--- config.mk ---
export PLATFORM = sky130hd
export DESIGN_NAME = vram_bus_arbiter_flat
export DESIGN_NICKNAME = d
export VERILOG_FILES = /design/src/rtl/bus_pkg.sv /design/src/rtl/vram_bus_arbiter_if.sv /design/src/rtl/rr_arbiter2.sv /design/src/rtl/vram_bus_arbiter.sv /design/src/flat_wrapper.sv
export SDC_FILE = /design/constraint.sdc
export NUM_CORES = 1
export LEC_CHECK = 0
export ABC_AREA = 1
export CAP_MARGIN = 20
export CORE_MARGIN = 10
export CORE_UTILIZATION = 40
export CTS_BUF_LIST = sky130_fd_sc_hd__clkbuf_4 sky130_fd_sc_hd__clkbuf_8
export DETAILED_ROUTE_END_ITERATION = 7
export GPL_ROUTABILITY_DRIVEN = 0
export PLACE_DENSITY = 0.83
export SLEW_MARGIN = 20
export SYNTH_ARGS = -nofsm -noshare
export SYNTH_HDL_FRONTEND = slang
export SYNTH_SLANG_ARGS = --single-unit
--- constraint.sdc ---
create_clock -name clk -period 4.3 [get_ports clk]
set_input_delay 0.645 -clock clk [delete_from_list [all_inputs] [get_ports clk]]
set_output_delay 0.645 -clock clk [all_outputs]
set_load 0.05 [all_outputs]
--- src/rtl/bus_pkg.sv ---
// Shared constants, state encoding and page-decode helper
// for the VRAM system-bus arbiter and its sub-blocks.
package bus_pkg;

    localparam int ADDR_W = 12;
    localparam int DATA_W = 8;
    localparam logic [3:0] VRAM_PAGE = 4'h4;

    localparam int VRAM_SEL_HI = 11;
    localparam int VRAM_SEL_LO = 8;

    typedef enum logic [1:0] {
        IDLE = 2'd0,
        ADDR = 2'd1,
        WAIT = 2'd2,
        ACK  = 2'd3
    } state_t;

    function automatic logic page_hit(
        input logic [3:0] sel,
        input logic [3:0] page
    );
        return sel == page;
    endfunction

endpackage

--- src/rtl/vram_bus_arbiter_if.sv ---
// Per-master request/grant bundle of the VRAM bus arbiter.
// master: req/we/addr/wdata out, gnt/ack/rdata in; slave: reverse.
interface vram_bus_arbiter_if #(
    parameter int ADDR_W = bus_pkg::ADDR_W,
    parameter int DATA_W = bus_pkg::DATA_W
);
    logic              req;
    logic              we;
    logic [ADDR_W-1:0] addr;
    logic [DATA_W-1:0] wdata;
    logic              gnt;
    logic              ack;
    logic [DATA_W-1:0] rdata;

    modport master (
        output req, we, addr, wdata,
        input  gnt, ack, rdata
    );

    modport slave (
        input  req, we, addr, wdata,
        output gnt, ack, rdata
    );
endinterface

--- src/rtl/rr_arbiter2.sv ---
// Two-way round-robin pick: i_elig eligibility, i_rr_last last
// winner index; o_win one-hot winner (2'b00 when nobody eligible).
module rr_arbiter2 (
    input  logic [1:0] i_elig,
    input  logic       i_rr_last,
    output logic [1:0] o_win
);

    always_comb begin
        o_win = 2'b00;
        if (&i_elig) begin
            // tie goes to whoever did not win last time
            o_win = i_rr_last ? 2'b01 : 2'b10;
        end else begin
            o_win = i_elig;
        end
    end

endmodule

--- src/rtl/vram_bus_arbiter.sv ---
// Two-master system-bus arbiter with read/write strobe sequencing,
// video-page decode and optional vblank-only video writes.
// Ports: clk, reset (sync, active-low), vblank; m0/m1 master
// bundles; bus_addr/bus_wdata/bus_we/bus_oe/bus_rdata system bus;
// video_we/video_oe page-decoded strobes; busy = not idle.
module vram_bus_arbiter #(
    parameter int         ADDR_W      = bus_pkg::ADDR_W,
    parameter int         DATA_W      = bus_pkg::DATA_W,
    parameter int         READ_LAT    = 1,
    parameter logic [3:0] VRAM_PAGE   = bus_pkg::VRAM_PAGE,
    parameter bit         VBLANK_ONLY = 1'b1
) (
    input  logic              clk,
    input  logic              reset,
    input  logic              vblank,
    vram_bus_arbiter_if.slave m0,
    vram_bus_arbiter_if.slave m1,
    output logic [ADDR_W-1:0] bus_addr,
    output logic [DATA_W-1:0] bus_wdata,
    output logic              bus_we,
    output logic              bus_oe,
    input  logic [DATA_W-1:0] bus_rdata,
    output logic              video_we,
    output logic              video_oe,
    output logic              busy
);
    import bus_pkg::*;

    localparam int LAT_W =
        (READ_LAT > 1) ? $clog2(READ_LAT) : 1;

    state_t            r_state;
    state_t            w_next;
    logic              r_idx;
    logic              r_rr_last;
    logic              r_we;
    logic [ADDR_W-1:0] r_addr;
    logic [DATA_W-1:0] r_wdata;
    logic [LAT_W-1:0]  r_lat;
    logic [DATA_W-1:0] r_rdata [2];

    logic       w_gate0;
    logic       w_gate1;
    logic [1:0] w_elig;
    logic [1:0] w_win;
    logic       w_grant;
    logic       w_lat_done;
    logic       w_bus_page;

    // a video write outside vblank is held off, never rejected
    assign w_gate0 = VBLANK_ONLY && m0.we && !vblank &&
        page_hit(m0.addr[VRAM_SEL_HI:VRAM_SEL_LO], VRAM_PAGE);
    assign w_gate1 = VBLANK_ONLY && m1.we && !vblank &&
        page_hit(m1.addr[VRAM_SEL_HI:VRAM_SEL_LO], VRAM_PAGE);

    assign w_elig = {m1.req & ~w_gate1, m0.req & ~w_gate0};

    rr_arbiter2 u_rr (
        .i_elig    (w_elig),
        .i_rr_last (r_rr_last),
        .o_win     (w_win)
    );

    assign w_grant    = (r_state == IDLE) && (|w_win);
    assign w_lat_done = (r_lat == '0);

    always_ff @(posedge clk) begin
        if (!reset) begin
            r_state <= IDLE;
        end else begin
            r_state <= w_next;
        end
    end

    always_comb begin
        w_next = r_state;
        unique case (r_state)
            IDLE: if (|w_win) w_next = ADDR;
            ADDR: w_next = (r_we || w_lat_done) ? ACK : WAIT;
            WAIT: if (w_lat_done) w_next = ACK;
            ACK:  w_next = IDLE;
            default: w_next = IDLE;
        endcase
    end

    always_ff @(posedge clk) begin
        if (!reset) begin
            r_idx      <= 1'b0;
            r_rr_last  <= 1'b1;
            r_we       <= 1'b0;
            r_addr     <= '0;
            r_wdata    <= '0;
            r_lat      <= '0;
            r_rdata[0] <= '0;
            r_rdata[1] <= '0;
        end else begin
            if (w_grant) begin
                r_idx     <= w_win[1];
                r_rr_last <= w_win[1];
                r_we      <= w_win[1] ? m1.we : m0.we;
                r_addr    <= w_win[1] ? m1.addr : m0.addr;
                r_wdata   <= w_win[1] ? m1.wdata : m0.wdata;
                r_lat     <= LAT_W'(READ_LAT - 1);
            end
            if (bus_oe && !w_lat_done) begin
                r_lat <= r_lat - 1'b1;
            end
            // capture on the final strobe cycle only
            if (bus_oe && w_lat_done) begin
                r_rdata[r_idx] <= bus_rdata;
            end
        end
    end

    assign bus_addr  = r_addr;
    assign bus_wdata = r_wdata;
    assign bus_we    = (r_state == ADDR) && r_we;
    assign bus_oe    = ((r_state == ADDR) ||
                        (r_state == WAIT)) && !r_we;

    assign w_bus_page =
        page_hit(r_addr[VRAM_SEL_HI:VRAM_SEL_LO], VRAM_PAGE);
    assign video_we = bus_we && w_bus_page;
    assign video_oe = bus_oe && w_bus_page;

    assign busy = (r_state != IDLE);

    assign m0.gnt   = busy && !r_idx;
    assign m1.gnt   = busy && r_idx;
    assign m0.ack   = (r_state == ACK) && !r_idx;
    assign m1.ack   = (r_state == ACK) && r_idx;
    assign m0.rdata = r_rdata[0];
    assign m1.rdata = r_rdata[1];

endmodule

--- src/flat_wrapper.sv ---
// flat-port wrapper written by rule: the top's interface ports become plain ports
module vram_bus_arbiter_flat import bus_pkg::*;
#(
    parameter int         ADDR_W      = bus_pkg::ADDR_W,
    parameter int         DATA_W      = bus_pkg::DATA_W,
    parameter int         READ_LAT    = 1,
    parameter logic [3:0] VRAM_PAGE   = bus_pkg::VRAM_PAGE,
    parameter bit         VBLANK_ONLY = 1'b1
)
  (clk, reset, vblank, bus_addr, bus_wdata, bus_we, bus_oe, bus_rdata, video_we, video_oe, busy, m0_req, m0_we, m0_addr, m0_wdata, m0_gnt, m0_ack, m0_rdata, m1_req, m1_we, m1_addr, m1_wdata, m1_gnt, m1_ack, m1_rdata);
  vram_bus_arbiter_if #(.ADDR_W(ADDR_W), .DATA_W(DATA_W)) m0_i ();
  vram_bus_arbiter_if #(.ADDR_W(ADDR_W), .DATA_W(DATA_W)) m1_i ();
  input  logic clk;
  input  logic reset;
  input  logic vblank;
  output logic [ADDR_W-1:0] bus_addr;
  output logic [DATA_W-1:0] bus_wdata;
  output logic bus_we;
  output logic bus_oe;
  input  logic [DATA_W-1:0] bus_rdata;
  output logic video_we;
  output logic video_oe;
  output logic busy;
  input wire logic [$bits(m0_i.req)-1:0] m0_req;
  input wire logic [$bits(m0_i.we)-1:0] m0_we;
  input wire logic [$bits(m0_i.addr)-1:0] m0_addr;
  input wire logic [$bits(m0_i.wdata)-1:0] m0_wdata;
  output wire logic [$bits(m0_i.gnt)-1:0] m0_gnt;
  output wire logic [$bits(m0_i.ack)-1:0] m0_ack;
  output wire logic [$bits(m0_i.rdata)-1:0] m0_rdata;
  input wire logic [$bits(m1_i.req)-1:0] m1_req;
  input wire logic [$bits(m1_i.we)-1:0] m1_we;
  input wire logic [$bits(m1_i.addr)-1:0] m1_addr;
  input wire logic [$bits(m1_i.wdata)-1:0] m1_wdata;
  output wire logic [$bits(m1_i.gnt)-1:0] m1_gnt;
  output wire logic [$bits(m1_i.ack)-1:0] m1_ack;
  output wire logic [$bits(m1_i.rdata)-1:0] m1_rdata;
  assign m0_i.req = m0_req;
  assign m0_i.we = m0_we;
  assign m0_i.addr = m0_addr;
  assign m0_i.wdata = m0_wdata;
  assign m0_gnt = m0_i.gnt;
  assign m0_ack = m0_i.ack;
  assign m0_rdata = m0_i.rdata;
  assign m1_i.req = m1_req;
  assign m1_i.we = m1_we;
  assign m1_i.addr = m1_addr;
  assign m1_i.wdata = m1_wdata;
  assign m1_gnt = m1_i.gnt;
  assign m1_ack = m1_i.ack;
  assign m1_rdata = m1_i.rdata;
  vram_bus_arbiter #(.ADDR_W(ADDR_W), .DATA_W(DATA_W), .READ_LAT(READ_LAT), .VRAM_PAGE(VRAM_PAGE), .VBLANK_ONLY(VBLANK_ONLY)) u_core (.clk(clk), .reset(reset), .vblank(vblank), .m0(m0_i), .m1(m1_i), .bus_addr(bus_addr), .bus_wdata(bus_wdata), .bus_we(bus_we), .bus_oe(bus_oe), .bus_rdata(bus_rdata), .video_we(video_we), .video_oe(video_oe), .busy(busy));
endmodule
==> qor.csv, run 1 <==
stage;metric;value;unit
floorplanning;Die Footprint;0.009099;mm^2
pwr;power share of the sequential group;28.0;%
routing;via count;2126;
pwr;P per Cell Area;656.3;mW/mm^2
synthesis;syn avg cell area;7.759;um^2
synthesis;Post-Syn Area;0.002273;mm^2
layout;commonest non-fill, non-tap cell in the layout;clkdlybuf4s50_1;
routing;antenna-violating nets left;0;
routing;DRT iter0 DRCs;62;
layout;fin util;61.21;%
floorplanning;Initial Util;41.29;%
floorplanning;core area;0.005507;mm^2
sta;Final Hold Vio Count;0;
floorplanning;IO Count;100;
pwr;Int Power;1094;uW
cts;Num CTS Buffers;5;
job;Max-Cap Viols;0;
routing;vias per cell;4.622;
floorplanning;Site Rows;27;
synthesis;YS warnings;0;
pwr;clock group share of total power;11.8;%
setup_path;Max FO, Critical Path;5;
sta;Max Fclk;0.3384;GHz
global_route;vias in the first global route;2112;
global_route;largest net degree at the start of global routing;25;
global_route;gr ovfl total;0;
routing;DR WL/cell;13.60;um
sta;Hold WS;0.5078;ns
global_route;Total Routing Usage GR;13.57;%
placed_design;HPWL after DPL;4.952;mm
cts;H-tree depth;2;
routing;DRC viols;0;
placed_design;pre-CTS setup slack;1.659;ns
sta;RSZ-0062 raised after global routing;false;
pwr;Sw Share;50.53;%
layout;Ant. Diodes;0;
setup_path;Arr. time, crit path;2.31;ns
cts;setup bufs post-CTS;0;
status;status;finished, final reports clean;
sta;Max Clock Skew;0.006955;ns
synthesis;Async S/R FF share, synth;0;%
cts;CTS Hold Bufs;0;
synthesis;net count after synthesis;352;
sta;# setup viols final;0;
global_route;first-pass GRT wire length;9.949;mm
global_route;antenna violations before repair;0;
cts;TritonCTS clock tree;built;
cts;clk slew on worst S/H paths;0.09;ns
setup_path;worst reg2reg path depth;6;
synthesis;Seq/Total Area, Yosys;44.03;%
cts;clock tree buffer depth;2;
layout;commonest non-fill, non-tap cells in the layout;99 x clkdlybuf4s50_1, 64 x inv_1, 53 x nand2_1;
setup_path;WS Path Type;flip-flop to output pin;
layout;Syn-to-layout area delta;48.27;%
cts;clock sink count;42;
setup_path;CP Capture Type;output pin;
worst_hold_path;Hold Crit Class;flip-flop to flip-flop;
placed_design;port bufs;99;
setup_path;Critical Path RT;3.65;ns
synthesis;Synth Instances;293;
cts;root buf cell;clkbuf_8;
pwr;switching power;1118;uW
pwr;Combinational Power Share;60.2;%
pwr;LEAKAGE;0.001557;uW
sta;final worst path period share;68.72;%
worst_hold_path;worst hold path depth;2;
sta;setup ws final;1.345;ns
layout;Nets;446;
sta;Final min period;2.955;ns
synthesis;Post-synth EDFFs;16;
pwr;Max IR drop VDD;0.3068;mV
synthesis;Netlist cell types;23;
synthesis;FF+latch count, synth;42;
sta;Final Max Tran Viols;0;
floorplanning;Chip Width;95.39;um
cts;Clock Latency Late Sink;0.29;ns
routing;Detailed Route WL;6.254;mm
layout;share of cells above drive strength 1;11.34;%
floorplanning;chip height;95.39;um
synthesis;ys flop type;dfxtp_1;
sta;Slew @ Worst Pin;0.7391;ns
routing;DR pass1 iterations;4;
sta;sum of negative setup slack;0;ns
sta;Max-slew headroom;50.67;%
cts;CTS resizes;0;
setup_path;Critical Path Source Type;flip-flop;
synthesized netlist by cell type, types with 2 or more instances:
| master | number | area (um^2) |
|---|---|---|
| a21oi_1 | 22 | 110.1 |
| buf_2 | 5 | 25.02 |
| buf_4 | 4 | 30.03 |
| buf_6 | 2 | 22.52 |
| clkbuf_1 | 2 | 7.510 |
| dfxtp_1 | 26 | 520.5 |
| edfxtp_1 | 16 | 480.5 |
| ha_1 | 4 | 50.05 |
| inv_1 | 64 | 240.2 |
| inv_2 | 2 | 7.510 |
| nand2_1 | 53 | 198.9 |
| nand2_2 | 5 | 31.28 |
| nand3_1 | 27 | 135.1 |
| nand3_2 | 22 | 220.2 |
| nand4_2 | 2 | 25.02 |
| nor2_1 | 29 | 108.9 |
| nor2_2 | 2 | 12.51 |
layer usage:
| metal | up-vias | track usage, % | share of wire (%) |
|---|---|---|---|
| li1 | 1093 | - | - |
| met1 | 954 | 13.79 | 38 |
| met2 | 68 | 25.11 | 51 |
| met3 | 11 | 5.577 | 9.1 |
| met4 | 0 | 3.563 | 1.4 |
| met5 | - | 0 | 0 |
metrics by stage:
| stage | cells | area, um^2 | total power [uW] |
|---|---|---|---|
| floorplan | 293 | 2273 | 1577 |
| global placement | 452 | 3277 | 1941 |
| detailed placement | 452 | 3277 | 1972 |
| CTS | 460 | 3371 | 2241 |
| global route | 460 | 3371 | 2350 |
| finish | 460 | 3371 | 2212 |
power by group through the flow:
stage	registers (uW)	clock network, uW	logic (uW)
2_1_floorplan	994	0	583
3_3_place_gp	622	0	1320
3_5_place_dp	631	0	1340
4_1_cts	622	273	1350
5_1_grt	637	287	1430
6_report	621	261	1330
logic make-up after synthesis:
kind of cell / after synthesis / synth area share [%]
AO/OA/AOI/OAI: 24 / 5.504
flip-flops: 42 / 44.03
AND/OR/NAND/NOR: 144 / 33.63
buffers and inverters: 79 / 14.64
adder cells (fa/ha/maj): 4 / 2.202
area by class of cell:
type | instances | area (um^2)
clock buffers | 5 | 68.82
clock inverters | 3 | 25.02
fillers | 491 | 2136
inverters | 66 | 247.7
multi-input cells | 172 | 939.7
flip-flops and latches | 42 | 1001
well taps | 72 | 90.09
repair buffers | 100 | 998.5
flip-flops by register name (all words and copies together) (netlist names):
register	cells
u_core.bus_addr	12
u_core.r_rr_last	1
u_core.r_lat	1
u_core.r_rdata	16
u_core.bus_wdata	8
u_core.r_we	1
u_core.r_state	2
u_core.r_idx	1
critical path, cell delays in order (launching register included):
cell             delay (ns)
dfxtp_1                0.40
inv_1                  0.10
ha_1                   0.29
inv_1                  0.06
nor2_1                 0.28
clkdlybuf4s50_1        0.88
path summary, 6_finish.rpt:
check	slack (ns)	start	endpoint
max	1.34	u_core.r_state[0]	bus_oe
min	0.51	u_core.r_rr_last	u_core.r_rr_last
max reg2reg	2.17	u_core.r_state[0]	u_core.r_rdata[1][4]
min reg2reg	0.51	u_core.r_rr_last	u_core.r_rr_last
Note: power is estimated with default switching activity, not from simulation.
==> run 2, diff against run 1 <==
--- a/config.mk
+++ b/config.mk
@@ -8,11 +8,11 @@
 export ABC_AREA = 1
 export CAP_MARGIN = 20
 export CORE_MARGIN = 10
-export CORE_UTILIZATION = 40
+export CORE_UTILIZATION = 39
 export CTS_BUF_LIST = sky130_fd_sc_hd__clkbuf_4 sky130_fd_sc_hd__clkbuf_8
 export DETAILED_ROUTE_END_ITERATION = 7
 export GPL_ROUTABILITY_DRIVEN = 0
-export PLACE_DENSITY = 0.83
+export PLACE_DENSITY = 0.84
 export SLEW_MARGIN = 20
 export SYNTH_ARGS = -nofsm -noshare
 export SYNTH_HDL_FRONTEND = slang
==> constraint.sdc (replaced) <==
create_clock -name clk -period 2.4 [get_ports clk]
set_input_delay 0.36 -clock clk [delete_from_list [all_inputs] [get_ports clk]]
set_output_delay 0.36 -clock clk [all_outputs]
set_load 0.05 [all_outputs]
==> run 2 against run 1 <==
Net effect: hold slack worse by 0.011 ns; combinational power grew 79%; highest routed layer unchanged; worst setup slack lost 1.2 ns; total power increased by 88%; core utilization is 0.18 points higher; register-to-register slack got worse by 1.8 ns; sequential power is 79% higher; routed wire length rose by 0.11%.
==> qor.csv, run 2 (synthesis results as in run 1) <==
stage;metric;value;unit;change
layout;Ant. Diodes;0;;unchanged
global_route;first-pass GRT wire length;10.05;mm;+1.0%
placed_design;dpl cells;454;;+0.44%
pwr;Max IR drop VDD;0.6959;mV;+130%
floorplanning;Die Footprint;0.009283;mm^2;+2.0%
cts;clock sink count;42;;unchanged
layout;max reg flops;16;;unchanged
layout;register area;0.001001;mm^2;unchanged
cts;clk slew on worst S/H paths;0.08;ns;about the same
sta;Final min period;2.230;ns;
status;status;finished, final reports clean;;
layout;Layout fillers;505;;+2.9%
sta;RSZ-0062 raised after global routing;false;;
cts;H-tree depth;2;;unchanged
placed_design;HPWL after DPL;5.058;mm;+2.1%
worst_hold_path;Hold Crit Class;flip-flop to flip-flop;;
setup_path;Max FO, Critical Path;4;;-1
pwr;LEAKAGE;0.001616;uW;+3.8%
layout;Nets;448;;+0.45%
worst_hold_path;min-delay src;u_core.r_rr_last;;
global_route;largest net degree at the start of global routing;24;;-4.0%
floorplanning;core area;0.005574;mm^2;+1.2%
sta;Max Fclk;0.4485;GHz;
setup_path;worst reg2reg path depth;6;;unchanged
routing;DR WL/cell;13.55;um;-0.32%
sta;# setup viols final;0;;unchanged
layout;final instance area;0.003422;mm^2;+1.5%
sta;sum of negative setup slack;0;ns;unchanged
global_route;antenna violations before repair;0;;unchanged
setup_path;reg2reg start;u_core.r_state[0];;
sta;Slew @ Worst Pin;0.5447;ns;-0.1944 ns
sta;Final Hold Vio Count;0;;unchanged
job;Max-Cap Viols;0;;unchanged
setup_path;reg2reg end;u_core.r_rdata[1][5];;
layout;commonest non-fill, non-tap cell in the layout;clkdlybuf4s50_1;;
worst_hold_path;worst hold path depth;2;;unchanged
layout;Syn-to-layout area delta;50.52;%;
layout;commonest non-fill, non-tap cells in the layout;93 x clkdlybuf4s50_1, 64 x inv_1, 53 x nand2_1;;
routing;Detailed Route WL;6.261;mm;+0.11%
pwr;P per Cell Area;1216;mW/mm^2;+85%
layout;area taken by multi-input logic gates;942.2;um^2;+0.27%
floorplanning;IO Count;100;;unchanged
floorplanning;Initial Util;40.79;%;-0.50 points
worst_hold_path;Worst Hold Endpoint;u_core.r_rr_last;;
cts;clock tree buffer depth;2;;unchanged
layout;share of cells above drive strength 1;13.33;%;+2.0 points
floorplanning;chip height;96.35;um;+1.0%
sta;Final Max Tran Viols;0;;unchanged
routing;DRC viols;0;;unchanged
sta;final worst path period share;92.91;%;
setup_path;Critical Path Source Type;flip-flop;;
cts;TritonCTS clock tree;built;;
cts;Clock Latency Late Sink;0.29;ns;about the same
global_route;gr ovfl total;0;;unchanged
cts;root buf cell;clkbuf_8;;
routing;DRT iter0 DRCs;54;;-13%
placed_design;port bufs;99;;unchanged
routing;antenna-violating nets left;0;;unchanged
sta;Max-slew headroom;63.63;%;+13 points
cts;CTS Hold Bufs;0;;unchanged
placed_design;Placed Area;0.003282;mm^2;+0.15%
layout;Most flops, register;u_core.r_rdata;;
setup_path;Arr. time, crit path;1.87;ns;-0.44 ns
layout;post-route insts no fill;462;;+0.43%
setup_path;R2R setup slack;0.37;ns;-1.80 ns
floorplanning;Site Rows;27;;unchanged
setup_path;WS Path Type;flip-flop to output pin;;
routing;DR pass1 iterations;4;;unchanged
pwr;Final Total Pwr;4160;uW;+88%
floorplanning;Chip Width;96.35;um;+1.0%
setup_path;Critical Path RT;2.04;ns;-1.61 ns
routing;via count;2107;;-0.89%
global_route;vias in the first global route;2144;;+1.5%
global_route;Total Routing Usage GR;13.48;%;-0.099 points
cts;Num CTS Buffers;5;;unchanged
setup_path;CP Capture Type;output pin;;
routing;vias per cell;4.561;;-1.3%
sta;Max Clock Skew;0.008331;ns;+0.001376 ns
## run 2: cell types whose count changed in the layout (fill, tap and decap cells not counted), sizes merged
| cell | previous run | this run |
|---|---|---|
| inv | 67 | 66 |
| dlymetal6s2s | 0 | 1 |
| clkinvlp | 1 | 0 |
| buf | 1 | 8 |
| clkdlybuf4s50 | 99 | 93 |
| bufinv | 0 | 2 |
## run 2: layer usage
layer	GRT usage, %	routed length [um]	part of all wire [%]
met1	14.44	2452	39
met2	24.33	3187	51
met3	5.447	582	9.3
met4	2.906	40	0.64
met5	0	0	0
## run 2: layout make-up
type	instances	area share, %
sequential	42	29.25
inverter	66	7.240
multi-input combinational	172	27.53
tap	72	2.633
timing repair buffer	102	29.32
clock buffer	5	2.011
clock inverter	3	2.011
## run 2: worst max-delay path by stage
stage	slack (ns)	from	to	cells after the start
3_5_place_dp	0.23	m1_addr[11]	u_core.r_we	10
6_report	0.17	u_core.r_state[1]	bus_we	5
5_1_grt	0.05	u_core.r_state[1]	bus_we	5
3_3_place_gp	0.27	m1_we	u_core.bus_addr[10]	11
2_1_floorplan	0.17	u_core.bus_addr[10]	video_oe	2
4_1_cts	0.06	u_core.r_state[1]	video_we	5
## run 2: what timing repair did
action                                  4_1_cts  5_1_grt
buffers inserted                              0        0
resized for setup                             0        1
endpoints found under the setup margin        0        1
hold endpoints to repair                      0        0
## run 2: where the power goes
group	switching (uW)	internal, uW	leakage (uW)	total (uW)
Combinational	1620	762	0.00117	2380
Sequential	128	987	0.000382	1110
Clock	250	417	0.0000683	667
Total	1990	2170	0.00162	4160
## run 2: through the flow
stage	setup slack, ns	utilization (%)	hold slack (ns)
global route	0.04531	61.39	0.5292
detailed placement	0.2275	58.88	0.4856
finish	0.1701	61.39	0.4965
CTS	0.06249	61.35	0.5017
global placement	0.2663	58.88	0.4737
floorplan	0.1689	-	0.4490
## run 2: critical path, stage by stage (launching register included)
cell and delay (ns):
dfxtp_1 0.34, inv_1 0.11, ha_1 0.18, nand2_1 0.09, inv_1 0.07, clkdlybuf4s50_1 0.79
